<file path="src/rtl/cpu_ctrl_fsm.sv">
// Instruction sequencer for the 8-bit RISC CPU: an 8-state fetch/decode/execute
// cycle that drives the PC, IR, accumulator, memory and data-bus strobes.
module cpu_ctrl_fsm (
    input  logic       clk,
    input  logic       rst_n,
    input  logic       ena,
    input  logic [2:0] opcode,
    input  logic       zero,
    output logic       inc_pc,
    output logic       load_pc,
    output logic       rd,
    output logic       wr,
    output logic       load_ir,
    output logic       load_acc,
    output logic       datactl_ena,
    output logic       halt
);

    localparam logic [2:0] OP_HLT = 3'b000;
    localparam logic [2:0] OP_SKZ = 3'b001;
    localparam logic [2:0] OP_ADD = 3'b010;
    localparam logic [2:0] OP_AND = 3'b011;
    localparam logic [2:0] OP_XOR = 3'b100;
    localparam logic [2:0] OP_LDA = 3'b101;
    localparam logic [2:0] OP_STO = 3'b110;
    localparam logic [2:0] OP_JMP = 3'b111;

    typedef enum logic [3:0] {
        S0, S1, S2, S3, S4, S5, S6, S7, HALTED
    } state_t;

    state_t     state;
    logic [2:0] op_q;
    logic       zero_q;
    logic       alu_class;

    // Opcode and zero flag are sampled only at the end of the decode slot, so
    // later changes on either input cannot disturb the running instruction.
    always_ff @(posedge clk or negedge rst_n) begin
        if (!rst_n) begin
            state  <= S0;
            op_q   <= OP_HLT;
            zero_q <= 1'b0;
        end else if (ena) begin
            case (state)
                S0: state <= S1;
                S1: state <= S2;
                S2: begin
                    op_q   <= opcode;
                    zero_q <= zero;
                    state  <= S3;
                end
                S3: state <= (op_q == OP_HLT) ? HALTED : S4;
                S4: state <= S5;
                S5: state <= S6;
                S6: state <= S7;
                S7: state <= S0;
                default: state <= HALTED;
            endcase
        end
    end

    assign alu_class = (op_q == OP_ADD) || (op_q == OP_AND) ||
                       (op_q == OP_XOR) || (op_q == OP_LDA);

    // Strobes are qualified by rst_n and ena so a held reset or a stall shows
    // no activity; halt alone ignores ena so a stopped CPU stays visibly halted.
    always_comb begin
        inc_pc      = 1'b0;
        load_pc     = 1'b0;
        rd          = 1'b0;
        wr          = 1'b0;
        load_ir     = 1'b0;
        load_acc    = 1'b0;
        datactl_ena = 1'b0;
        halt        = 1'b0;
        if (rst_n) begin
            halt = (state == HALTED) || ((state == S3) && (op_q == OP_HLT));
            if (ena) begin
                case (state)
                    S0: begin
                        rd      = 1'b1;
                        load_ir = 1'b1;
                    end
                    S1: begin
                        rd      = 1'b1;
                        load_ir = 1'b1;
                        inc_pc  = 1'b1;
                    end
                    S3: inc_pc = 1'b1;
                    S4: begin
                        rd          = alu_class;
                        datactl_ena = (op_q == OP_STO);
                        load_pc     = (op_q == OP_JMP);
                    end
                    S5: begin
                        rd          = alu_class;
                        load_acc    = alu_class;
                        wr          = (op_q == OP_STO);
                        datactl_ena = (op_q == OP_STO);
                        load_pc     = (op_q == OP_JMP);
                        inc_pc      = (op_q == OP_SKZ) && zero_q;
                    end
                    S6: begin
                        rd          = alu_class;
                        datactl_ena = (op_q == OP_STO);
                    end
                    S7: inc_pc = (op_q == OP_SKZ) && zero_q;
                    default: ;
                endcase
            end
        end
    end

endmodule

</file>
<file path="config.mk">
export PLATFORM = sky130hd
export DESIGN_NAME = cpu_ctrl_fsm
export DESIGN_NICKNAME = d
export VERILOG_FILES = /design/src/rtl/cpu_ctrl_fsm.sv
export SDC_FILE = /design/constraint.sdc
export NUM_CORES = 1
export LEC_CHECK = 0
export ABC_AREA = 1
export CORE_MARGIN = 8
export CORE_UTILIZATION = 32
export CTS_BUF_LIST = sky130_fd_sc_hd__clkbuf_8
export CTS_CLUSTER_DIAMETER = 40
export DETAILED_ROUTE_END_ITERATION = 16
export HOLD_SLACK_MARGIN = 0.05
export SLEW_MARGIN = 20
export SYNTH_ARGS = -nofsm -noshare
export SYNTH_HDL_FRONTEND = slang
export SYNTH_SLANG_ARGS = --single-unit
</file>
<file path="constraint.sdc">
create_clock -name clk -period 1.25 [get_ports clk]
set_input_delay 0.3125 -clock clk [delete_from_list [all_inputs] [get_ports clk]]
set_output_delay 0.3125 -clock clk [all_outputs]
set_load 0.05 [all_outputs]
</file>
==> flow_metrics.py <==
metrics = {
    "synthesis": {
        "synth-seq-area-share_pct": 42.7,
        "synthAdderAreaFrac_pct": 0,
        "synth_flop_cell": "dfrtp_1",
        "ys_async_sr_fraction_pct": 100,
        "synthDominantCellAreaShare_pct": 42.7,
        "synth_compound_area_share_pct": 11.5,
        "synth_warnings": 0,
        "synth_top_family_by_area": "simple AND/OR/NAND/NOR gates",
        "avgSynthCellArea_um2": 6.70,
        "syn_inst": 70,
        "synthXorXnorAreaFrac_pct": 0,
        "yosysMostFrequentCell": "nand2_1",
        "yosysTopAreaCell": "dfrtp_1",
        "postSynthNetCount": 77,
        "yosys_register_bits": 8,
        "synthSimpleGateAreaFrac_pct": 35.5,
        "synth_area_um2": 469,
        "synth_mux_area_share_pct": 0,
        "synth_edf_count": 0,
        "synth.area.top_cells": "dfrtp_1, nand2_1, inv_1",
        "synthTopCellsByCount": "nand2_1, inv_1, nor2_1, dfrtp_1, o21ai_0",
        "synth_cell_types": 12,
    },
    "sta": {
        "fin_ws_ns": -0.412,
        "hold_viol": 0,
        "rsz0062_at_grt": "true",
        "slew_headroom_pct": 81.6,
        "finClkSkew_ns": 0.000418,
        "fin_crit_sh_pct": 133,
        "final_max_slew_viol_count": 0,
        "tightest_slew_ns": 0.273,
        "clock.fmax_mhz": 602,
        "finalSetupViolations": 8,
        "min_period_ns": 1.66,
    },
    "routing": {
        "drtAntennaViolNets": 0,
        "via_per_inst": 4.61,
        "drt-pass1-iter-count": 2,
        "wl_per_cell_um": 12.3,
        "drc": 0,
        "wirelength_mm": 1.52,
        "dr.first_iter.drc_count": 8,
        "via_count": 572,
    },
    "floorplan": {
        "die_h_um": 54.3,
        "placementRows": 14,
        "ioPinCount": 15,
        "die_w_um": 54.3,
        "dieArea_um2": 2950,
        "initial_utilization_pct": 32.7,
        "core_area_um2": 1440,
    },
    "cells_and_area": {
        "final_core_util_pct": 75.9,
        "antenna_cells": 0,
        "nets": 117,
        "synthToLayoutAreaGrowth_pct": 132,
        "drive_gt1_share_pct": 61.1,
    },
    "grt": {
        "overflow": 0,
        "first_global_vias": 589,
        "track_usage_pct": 11.4,
        "grt_max_degree": 11,
        "grt_pass1_wl_mm": 2.42,
        "antenna_found_initial": 0,
    },
    "placement": {
        "finalWeightedCongestion": 0.803,
        "hpwl_mm": 1.23,
        "place_ws_ns": -0.599,
        "port_buffers": 14,
    },
    "power": {
        "p_clk_share_pct": 48.6,
        "p_sw_uw": 137,
        "p_int_uw": 504,
        "total_power_uw": 642,
        "power_leakage_uw": 0.000490,
        "p_per_area_nw_per_um2": 589,
        "peakVddDrop_v": 0.000595,
        "p_comb_share_pct": 10.9,
        "seqPwrFrac_pct": 40.5,
        "switching_share_pct": 21.4,
    },
    "worst_setup_path": {
        "crit_fanout": 5,
        "r2r_start": "state[0]",
        "critPathArrivalTime_ns": 1.35,
        "reg2reg_slack_ns": 0.10,
        "crit_path_end_kind": "output port",
        "ff2ff_path_depth": 6,
        "crit_buf_inv": 2,
        "slowest_delay_ns": 0.45,
        "required_ns": 0.94,
        "slowest_stage": "dfrtp_2",
        "crit_type": "reg2out",
        "crit_cells": 6,
        "r2r-end": "zero_q",
        "crit_family": "flip-flops",
        "cp_cell_sequence": "inv_2, nand2_2, nor2_2, nand2_2, a21boi_4, buf_12",
        "startpoint_type": "flip-flop",
        "cpMostUsedCell": "nand2_2",
    },
    "cts": {
        "cts-root-buf": "clkbuf_8",
        "cts_sinks": 8,
        "holdBufCountCts": 0,
        "cts_buffers": 3,
        "htree_levels": 1,
        "cts_tree": "yes",
        "clk_latency_ns": 0.23,
        "path_clk_slew_ns": 0.04,
        "clk_path_buf_depth": 2,
    },
    "hold_path": {
        "hp-class": "in2async",
    },
    "job": {
        "max_cap_viol_count": 0,
    },
    "outcome": {
        "outcome": "finished with violations",
        "violations": "negative setup slack",
    },
}
## worst register-to-register path: cells and delay by family, from the launching register on
family / cells / cell delay (ns)
AOI/OAI and AO/OA: 1 / 0.08
DFF: 1 / 0.37
and+or+nand+nor: 2 / 0.24
buffers and inverters: 3 / 0.35
## metal layers
layer  wire (µm)  global-route usage [%]  vias up  part of all wire, %
li1            -                       -      297                    -
met1         654                    11.9      262                   43
met2         806                    20.6       11                   53
met3          45                    3.26        2                  3.0
met4          17                    4.92        0                  1.1
met5           0                       0        -                    0
## how the worst max path moves through the flow
stage / startpoint / to / slack (ns)
global placement: ena / datactl_ena / -0.54
CTS: op_q[2] / halt / -0.41
global route: state[3] / halt / -0.47
finish: state[3] / halt / -0.41
detailed placement: ena / datactl_ena / -0.60
floorplan: state[3] / load_pc / -0.24
## state kept, by name, summed over array words and instances (netlist names)
register and count:
op_q 3, state 4, zero_q 1
## cell families after synthesis
kind of cell           after synthesis
flip-flops                           8
AO/OA/AOI/OAI                       10
buffers and inverters               13
AND/OR/NAND/NOR                     39
## layout make-up
type	instances	area, µm²
Clock buffer	3	41.3
Fill cell	113	347
Inverter	13	51.3
Multi-Input combinational cell	49	387
Sequential cell	8	203
Tap cell	16	20.0
Timing Repair Buffer	35	388
## cells in the final DEF, fill, tap and decap left out, types with 2 or more instances in the layout
cell and instances:
buf_12 8, buf_4 18, buf_6 3, clkbuf_8 3, clkdlybuf4s50_1 4, dfrtp_1 6, dfrtp_2 2, inv_1 8
inv_2 4, nand2_1 12, nand2_2 7, nand2_4 2, nand3_1 3, nor2_2 3, nor2_4 7, o21ai_0 5
## repair_timing
item                                    CTS  global route
buffers inserted                          2             1
pin swaps                                 6             4
resized for setup                        14            16
endpoints found under the setup margin   10            13
## power groups by stage
stage          Clock, µW  Combinational (µW)  Sequential (µW)
5_1_grt              337                75.5              260
4_1_cts              321                68.3              260
3_3_place_gp           0                64.8              264
6_report             312                69.7              260
2_1_floorplan          0                19.1              264
3_5_place_dp           0                65.4              264
## metrics by stage
stage,cell area [µm²],setup TNS [ns],std cells,hold WS [ns]
2_1_floorplan,573,-0.980,70,0.0169
3_3_place_gp,963,-4.84,120,0.478
3_5_place_dp,963,-5.29,120,0.482
4_1_cts,1050,-2.74,125,0.200
5_1_grt,1090,-3.19,124,0.216
6_report,1090,-2.64,124,0.197
No activity file was read; power rests on OpenSTA's default activity.
